### config.mk
export PLATFORM = sky130hd
export DESIGN_NAME = hamming_frame_ctrl
export DESIGN_NICKNAME = d
export VERILOG_FILES = /design/src/rtl/hamming_frame_ctrl.sv
export SDC_FILE = /design/constraint.sdc
export NUM_CORES = 1
export LEC_CHECK = 0
export CELL_PAD_IN_SITES_DETAIL_PLACEMENT = 1
export CELL_PAD_IN_SITES_GLOBAL_PLACEMENT = 1
export CORE_UTILIZATION = 38
export DETAILED_ROUTE_END_ITERATION = 12
export GPL_TIMING_DRIVEN = 0
export PLACE_DENSITY_LB_ADDON = 0.12
export SLEW_MARGIN = 15
export SYNTH_ARGS = -nofsm -noshare
export SYNTH_HDL_FRONTEND = slang
export SYNTH_SLANG_ARGS = --single-unit
### constraint.sdc
create_clock -name clk -period 1.75 [get_ports clk]
set_clock_uncertainty 0.05 [all_clocks]
set_input_delay 0.35 -clock clk [delete_from_list [all_inputs] [get_ports clk]]
set_output_delay 0.35 -clock clk [all_outputs]
set_load 0.05 [all_outputs]
### src/rtl/hamming_frame_ctrl.sv
// Sequencer for the 15/11 Hamming encode path.
// Paces 11 captured bits into one load and 15 coded bits out.
module hamming_frame_ctrl #(
   parameter int DATA_W = 11,
   parameter int CODE_W = 15,
   parameter int CNT_W  = 4,
   parameter int FCNT_W = 8
) (
   input  logic              clk,
   input  logic              reset,
   input  logic              flush,
   input  logic              in_valid,
   output logic              in_ready,
   output logic              cap_shift,
   output logic              enc_load,
   output logic              out_valid,
   input  logic              out_ready,
   output logic              tx_shift,
   output logic              frame_done,
   output logic              busy,
   output logic [FCNT_W-1:0] frames_sent
);

   typedef enum logic {CAP_FILL, CAP_HOLD} cap_t;
   typedef enum logic {TX_IDLE, TX_SEND} tx_t;

   localparam logic [CNT_W-1:0] CAP_LAST = CNT_W'(DATA_W - 1);
   localparam logic [CNT_W-1:0] TX_LAST  = CNT_W'(CODE_W - 1);

   cap_t             cap_state;
   tx_t              tx_state;
   logic [CNT_W-1:0] cap_cnt;
   logic [CNT_W-1:0] tx_cnt;
   logic             word_pending;
   logic             done_q;

   // Handshake strobes; flush masks every accept, load and transfer.
   always_comb begin
      in_ready   = (cap_state == CAP_FILL);
      out_valid  = (tx_state == TX_SEND);
      cap_shift  = in_valid & in_ready & ~flush;
      tx_shift   = out_valid & out_ready & ~flush;
      enc_load   = word_pending & (tx_state == TX_IDLE) & ~flush;
      frame_done = done_q & ~flush;
      busy       = (cap_cnt != '0) | word_pending | (tx_state == TX_SEND);
   end

   // Capture FSM: count accepted bits, then hold the word until loaded.
   always_ff @(posedge clk or negedge reset) begin
      if (!reset) begin
         cap_state    <= CAP_FILL;
         cap_cnt      <= '0;
         word_pending <= 1'b0;
      end else if (flush) begin
         cap_state    <= CAP_FILL;
         cap_cnt      <= '0;
         word_pending <= 1'b0;
      end else begin
         unique case (1'b1)
            enc_load: begin
               word_pending <= 1'b0;
               cap_state    <= CAP_FILL;
            end
            cap_shift: begin
               if (cap_cnt == CAP_LAST) begin
                  cap_cnt      <= '0;
                  word_pending <= 1'b1;
                  cap_state    <= CAP_HOLD;
               end else begin
                  cap_cnt <= cap_cnt + 1'b1;
               end
            end
            default: ;
         endcase
      end
   end

   // TX FSM: start on load, count 15 transfers, then go idle.
   always_ff @(posedge clk or negedge reset) begin
      if (!reset) begin
         tx_state <= TX_IDLE;
         tx_cnt   <= '0;
      end else if (flush) begin
         tx_state <= TX_IDLE;
         tx_cnt   <= '0;
      end else begin
         unique case (1'b1)
            enc_load: begin
               tx_state <= TX_SEND;
               tx_cnt   <= '0;
            end
            tx_shift: begin
               if (tx_cnt == TX_LAST) begin
                  tx_state <= TX_IDLE;
                  tx_cnt   <= '0;
               end else begin
                  tx_cnt <= tx_cnt + 1'b1;
               end
            end
            default: ;
         endcase
      end
   end

   // Frame completion pulse and wrapping frame counter.
   always_ff @(posedge clk or negedge reset) begin
      if (!reset) begin
         done_q      <= 1'b0;
         frames_sent <= '0;
      end else if (flush) begin
         done_q <= 1'b0;
      end else begin
         done_q <= tx_shift & (tx_cnt == TX_LAST);
         if (tx_shift && tx_cnt == TX_LAST)
            frames_sent <= frames_sent + 1'b1;
      end
   end

endmodule

After elaboration in Yosys (flattened, before gate mapping)
Index checks and enable logic that the tools add are counted.

Mux-type cells: 13. Add/sub/neg operators: 3. Eq/ne operators: 4. Bitwise logic cells: 13. Reductions and logical operators: 8.

Operators by type and width (number): two-way mux 4 bit (5); adder 4 x 1 -> 4 bit (second input constant) (2); adder 8 x 1 -> 8 bit (second input constant) (1); AND 1 bit (8); == test 4 bit (second input constant) (2); case mux 4 bit (2 select lines) (1); != test 3 x 2 -> 1 bit (second input constant) (2); AND reduction 2 bit (3); nonzero test 3 bit (2); two-way mux 1 bit (5); case mux 1 bit (2 select lines) (2); nonzero test 4 bit (1); inverter 1 bit (3); bitwise OR 1 bit (2); nonzero test 2 bit (1); logical AND 1 bit (1).

Logic and storage cells: 47. Flip-flop bits (word level): 19. Output and inout bits: 15. Input bits: 5.

Depth between registers and ports, before layout
Gate-level depths: netlist of run 1.

Depth in word-level cells: 5. Mapped depth: 5. Mapped depth without buffers: 5.

Least setup slack after synthesis of run 1
No wires, ideal clock.

Path kind: flip-flop to output port. Start: reg tx_state, in the netlist out_valid. End: out enc_load. Data arrival time: 1531 ps. Setup slack: -181 ps. Cell stages (with the launch flop): 3. Cells stage by stage: dfrtp_1 > nand2b_1 > nor2_1.

Word-level cells in the longest chain between the ends: 3.

RTL lines: start: declaration (line 31) `tx_t tx_state;`; start signal: assignment (line 81) `tx_state <= TX_IDLE;`; start signal: assignment (line 84) `tx_state <= TX_IDLE;`; start signal: assignment (line 89) `tx_state <= TX_SEND;`; inverter 1 bit (line 43) `enc_load = word_pending & (tx_state == TX_IDLE) & ~flush;`; AND 1 bit (2 in a row) (line 43); end: declaration (line 15) `output logic enc_load,`.

Every way passes these cells.

Worst setup path in the final report of run 1
Start: reg cap_cnt[0]. End: out busy.

Word-level cells in the longest chain between the ends: 3.

RTL lines: start: declaration (line 32) `logic [CNT_W-1:0] cap_cnt;`; start signal: assignment (line 70) `cap_cnt <= cap_cnt + 1'b1;`; nonzero test 4 bit (line 45) `busy = (cap_cnt != '0) | word_pending | (tx_state == TX_SEND);`; bitwise OR 1 bit (2 in a row) (line 45); end: declaration (line 20) `output logic busy,`.

Every way passes these cells.

==> results.py, run 1 <==
metrics = {
    "place": {
        "dp_cells": 151,
        "gp_congestion": 0.737,
        "dp_hpwl_um": 1790,
        "placed_area_um2": 1250,
        "io_buffers": 19,
    },
    "route": {
        "viasPerCell": 5.15,
        "antenna_left": 0,
        "wl_per_cell_um": 15.8,
        "drc": 0,
        "dr.pass1.iters": 5,
        "via_count": 839,
        "drt-initial-drc-count": 8,
        "wl_um": 2580,
    },
    "floorplanning": {
        "die_area_um2": 2910,
        "initial_utilization_pct": 40.6,
        "num_rows": 18,
        "fp.dieW_um": 53.9,
        "io_pins": 20,
        "core_um2": 2520,
        "die_height_um": 53.9,
    },
    "clock_network": {
        "h-tree-depth": 1,
        "cts_tree": "done",
        "cts_max_path_buffers": 2,
        "clk_pin_slew_ps": 110,
        "cts_made_buffers": 3,
        "clock_latency_ps": 310,
        "ctsHoldBuffers": 0,
        "root_buffer": "clkbuf_4",
        "cts_sinks": 19,
    },
    "synth": {
        "syn_area_um2": 1020,
        "syn_inst": 102,
        "yosysWarnings": 0,
        "synth_top_area_cell": "dfrtp_1",
        "synth_commonest_cells": "dfrtp_1 (19), nand3_1 (11), inv_1 (9), nand2_1 (9), ha_1 (6)",
        "ys_ff_latch": 19,
        "ys_async_sr_fraction_pct": 100,
        "syn_nets": 113,
        "synth_cell_type_count": 34,
        "synth_most_common_cell": "dfrtp_1",
        "ys.flop_type": "dfrtp_1",
        "synth_top_area_share_pct": 46.4,
        "synth.area.top_cells": "dfrtp_1 (46%), ha_1 (7.3%), nand3_1 (5.4%), xor2_1 (3.4%), inv_1 (3.3%)",
        "postSynthAreaPerCell_um2": 10.0,
        "synth_edf_count": 0,
        "synth_seq_area_share_pct": 46.4,
    },
    "min_path": {
        "min-delay-start": "out_ready",
        "min_to": "out_valid",
        "min_path_cells": 2,
        "hold_path.class": "input port to flip-flop",
    },
    "pwr": {
        "p_per_area_nw_per_um2": 565,
        "ir_drop_v": 0.000347,
        "p_total_w": 0.000774,
        "leakage_nw": 0.663,
    },
    "final_layout": {
        "antennaDiodeCount": 0,
        "postLayoutCellArea_um2": 1370,
        "final_nets": 145,
        "regArea_um2": 477,
        "drive_gt1_share_pct": 24.8,
        "finalNonFillerCells": 163,
        "multi_input_area_um2": 534,
        "area_growth_pct": 33.7,
        "fill_cells": 287,
    },
    "worst_setup_path": {
        "rrSetupSlack_ps": 50,
        "r2r_start": "tx_cnt[0]",
        "arrival_ps": 1360,
        "end_kind": "primary output",
        "reg2reg_depth": 5,
        "cp_max_fo": 3,
        "cp-start-kind": "flip-flop",
        "r2r_end": "frames_sent[1]",
        "crit_required_ps": 1350,
        "setup.worst_path.class": "flip-flop to primary output",
    },
    "status": {
        "status": "finished, violations left",
        "violations": "negative setup slack",
    },
    "timing": {
        "layout_setup_ws_ps": -13.2,
        "max_slew_margin_pct": 41.5,
        "setup_tns_ps": -13.2,
        "rsz0062_at_grt": "yes",
        "period_share_pct": 101,
        "hold_violations": 0,
        "drv_slew": 0,
        "holdWs_ps": 456,
        "fmax_mhz": 567,
        "setup_violations": 1,
        "fin_crit_ps": 1760,
        "worst_pin_slew_ps": 875,
    },
    "global_route": {
        "grt_pass1_wl_um": 4090,
        "grt_pass1_vias": 886,
        "grt_start_max_net_pins": 20,
        "antenna_found_initial": 0,
        "grt_overflow": 0,
        "grt_usage_pct": 20.3,
    },
    "flow_run": {
        "cap_violations": 0,
    },
}
-- cell usage in the layout, fill, tap and decap left out, drive strengths merged, types with 2 or more instances in the layout --
master | netlist | final
a21oi | 4 | 4
a31oi | 2 | 2
and2 | 3 | 3
buf | 2 | 15
clkbuf | 0 | 6
clkdlybuf4s15 | 0 | 2
clkdlybuf4s50 | 0 | 2
dfrtp | 19 | 19
dlygate4sd2 | 0 | 8
ha | 6 | 6
inv | 9 | 9
nand2 | 9 | 9
nand2b | 2 | 2
nand3 | 11 | 11
nand4 | 4 | 4
nand4b | 2 | 2
nor2 | 2 | 2
nor3 | 2 | 2
o21ai | 3 | 3
xnor2 | 3 | 3
xor2 | 4 | 4
-- critical path: stages (launching register included) --
cell and delay, ps:
dfrtp_1 410, inv_2 100, ha_4 130, nor4b_4 170, nand2_1 90, buf_6 160
-- report_power, final --
| part | internal [W] | leakage (nW) | switching, W |
|---|---|---|---|
| logic | 0.0000445 | 0.386 | 0.0000555 |
| clock network | 0.0000890 | 0.0150 | 0.000140 |
| registers | 0.000442 | 0.263 | 0.00000287 |
-- worst max path at each step --
stage	startpoint	to	cells past startpoint
2_1_floorplan	out_valid	enc_load	2
3_3_place_gp	out_ready	tx_shift	4
3_5_place_dp	out_ready	tx_shift	4
4_1_cts	cap_cnt[0]	busy	5
5_1_grt	cap_cnt[0]	busy	5
6_report	cap_cnt[0]	busy	5
-- timing repair --
item / 4_1_cts / 5_1_grt
gates cloned: 0 / 0
gates resized for setup: 53 / 12
buffers inserted: 4 / 4
endpoints found under the setup margin: 15 / 6
pin swaps: 0 / 3
-- cells by family (layout without fill, tap and decap cells) --
group	after synthesis	after routing	synth area share [%]
mux	2	2	2.08
buf+inv	11	42	4.76
compound gates	13	13	7.81
simple gates	44	44	25.6
flops	19	19	46.4
fa+ha+maj	6	6	7.33
xor+xnor	7	7	5.98
-- per-stage QoR --
step	setup slack, ps	util [%]
finish	-13.2	54.3
global route	-76.7	54.3
CTS	-8.20	52.3
detailed placement	-741	49.8
global placement	-723	49.8
floorplan	37.4	-
-- flip-flops by register name (all words and copies together) (netlist names) --
register / cells
frames_sent: 8
cap_cnt: 4
tx_cnt: 4
done_q: 1
out_valid: 1
word_pending: 1
-- routing by layer --
metal | GRT usage (%) | wire length (µm)
met5 | 0 | 0
met2 | 34.2 | 1290
met3 | 2.54 | 82
met4 | 7.89 | 31
met1 | 26.2 | 1180
-- cell type report --
cell class                 instances  area share [%]
sequential                        19            34.8
inverter                           9            2.47
buffer                             2            1.64
multi-input combinational         72            39.0
tap                               30            2.74
timing repair buffer              27            17.4
clock buffer                       4            1.92
(Power assumes the default switching activity.)
==> inputs of run 2 (changes only) <==
--- a/config.mk
+++ b/config.mk
@@ -5,9 +5,12 @@
 export SDC_FILE = /design/constraint.sdc
 export NUM_CORES = 1
 export LEC_CHECK = 0
+export ABC_CLOCK_PERIOD_IN_PS = 1750
 export CELL_PAD_IN_SITES_DETAIL_PLACEMENT = 1
 export CELL_PAD_IN_SITES_GLOBAL_PLACEMENT = 1
+export CORE_MARGIN = 4
 export CORE_UTILIZATION = 38
+export CTS_CLUSTER_DIAMETER = 80
 export DETAILED_ROUTE_END_ITERATION = 12
 export GPL_TIMING_DRIVEN = 0
 export PLACE_DENSITY_LB_ADDON = 0.12
==> results.py, run 2 (synthesized netlist as in run 1, its figures left out) <==
metrics = {
    "status": {
        "status": "complete, no violations",
    },
    "worst_setup_path": {
        "crit_required_ps": 1350,
        "cp-start-kind": "flip-flop",
        "cp_max_fo": 2,
        "arrival_ps": 1330,
        "setup.worst_path.class": "flip-flop to primary output",
        "end_kind": "primary output",
    },
    "place": {
        "gp_congestion": 0.805,
        "dp_hpwl_um": 1830,
        "io_buffers": 19,
        "placed_area_um2": 1250,
    },
    "floorplanning": {
        "initial_utilization_pct": 40.6,
        "io_pins": 20,
        "fp.dieW_um": 59.9,
        "core_um2": 2520,
        "num_rows": 18,
        "die_height_um": 59.9,
        "die_area_um2": 3590,
    },
    "final_layout": {
        "antennaDiodeCount": 0,
        "layout_commonest_cell": "dfrtp_1",
        "largest_register_ffs": 8,
        "top_register": "frames_sent",
        "regArea_um2": 478,
        "utilization_pct": 54.5,
        "final_nets": 144,
        "drive_gt1_share_pct": 28.0,
        "final_cell_mix": "dfrtp_1 (17), nand3_1 (11), nand2_1 (9)",
        "postLayoutCellArea_um2": 1370,
        "fill_cells": 296,
        "area_growth_pct": 34.1,
        "multi_input_area_um2": 546,
        "largest_registers": "frames_sent: 8 flops, cap_cnt: 4 flops, tx_cnt: 4 flops",
    },
    "route": {
        "drc": 0,
        "dr.pass1.iters": 3,
        "wl_um": 2570,
        "via_count": 878,
        "viasPerCell": 5.42,
        "antenna_left": 0,
        "drt-initial-drc-count": 24,
        "wl_per_cell_um": 15.8,
    },
    "timing": {
        "rsz0062_at_grt": "yes",
        "period_share_pct": 98.9,
        "setup_violations": 0,
        "fmax_mhz": 578,
        "max_slew_margin_pct": 42.1,
        "fin_crit_ps": 1730,
        "drv_slew": 0,
        "worst_pin_slew_ps": 866,
        "hold_violations": 0,
        "setup_tns_ps": 0,
    },
    "pwr": {
        "leakage_nw": 0.655,
        "p_per_area_nw_per_um2": 564,
        "p_total_w": 0.000775,
        "ir_drop_v": 0.000382,
    },
    "global_route": {
        "grt_pass1_vias": 983,
        "grt_pass1_wl_um": 4680,
        "grt_overflow": 0,
        "antenna_found_initial": 0,
        "grt_start_max_net_pins": 20,
        "grt_usage_pct": 17.5,
    },
    "clock_network": {
        "cts_made_buffers": 3,
        "clk_pin_slew_ps": 110,
        "root_buffer": "clkbuf_4",
        "h-tree-depth": 1,
        "clock_latency_ps": 300,
        "cts_sinks": 19,
        "cts_max_path_buffers": 2,
        "cts_tree": "done",
    },
    "flow_run": {
        "cap_violations": 0,
    },
    "min_path": {
        "hold_path.class": "flip-flop to flip-flop",
    },
}
[run 2: cell type report]
type	instances	share of cell area [%]
plain buffers	2	1.64
clock buffers	3	1.64
clock inverters	1	0.364
inverters	9	2.46
multi-input cells	72	39.7
flip-flops and latches	19	34.8
well taps	30	2.73
repair buffers	26	16.7
[run 2: power breakdown]
part            total, W  internal, W  switching [W]
clock network   0.000230    0.0000853       0.000145
logic          0.0000999    0.0000443      0.0000556
registers       0.000445     0.000442     0.00000291
[run 2: final timing paths]
check	startpoint	end	slack (ps)	cells after the start
worst max-delay path	cap_cnt[0]	busy	20	5
worst min-delay path	frames_sent[7]	frames_sent[7]	420	1
worst max register to register	tx_cnt[0]	frames_sent[1]	120	5
worst min register to register	frames_sent[7]	frames_sent[7]	420	1
max in group asynchronous	reset	out_valid	590	1
min in group asynchronous	reset	frames_sent[2]	480	1
[run 2: critical path: stages (launching register included)]
cell	delay (ps)
dfrtp_1	410
inv_2	80
ha_4	120
nor4b_4	170
nand2_1	90
buf_6	150
[run 2: repair_timing]
| item | CTS | global route |
|---|---|---|
| gates resized for setup | 55 | 18 |
| hold buffers | 0 | 0 |
| pin swaps | 3 | 2 |
| buffers inserted | 5 | 2 |
| endpoints found under the setup margin | 15 | 10 |
[run 2: routing by layer]
layer / up-vias / global-route usage (%) / wire [µm]
met5: - / 0 / 0
met4: 0 / 6.65 / 30
met3: 4 / 2.59 / 74
met2: 13 / 30.7 / 1330
met1: 441 / 21.3 / 1130
li1: 420 / - / -
[run 2: per-stage QoR]
stage                     hold WS (ps)  worst slack (ps)  cells
after CTS                          431             -2.74    160
after floorplan                   4.41              37.4    102
after global placement             405              -721    151
after detailed placement           419              -751    151
final                              424              19.3    162
after global routing               461             -93.0    162
==> inputs of run 3 (changes only) <==
--- a/config.mk
+++ b/config.mk
@@ -14,7 +14,6 @@
 export DETAILED_ROUTE_END_ITERATION = 12
 export GPL_TIMING_DRIVEN = 0
 export PLACE_DENSITY_LB_ADDON = 0.12
-export SLEW_MARGIN = 15
 export SYNTH_ARGS = -nofsm -noshare
 export SYNTH_HDL_FRONTEND = slang
 export SYNTH_SLANG_ARGS = --single-unit
==> results of run 3 <==
Same layout as run 2: the final DEF is identical, and so are final timing and power.
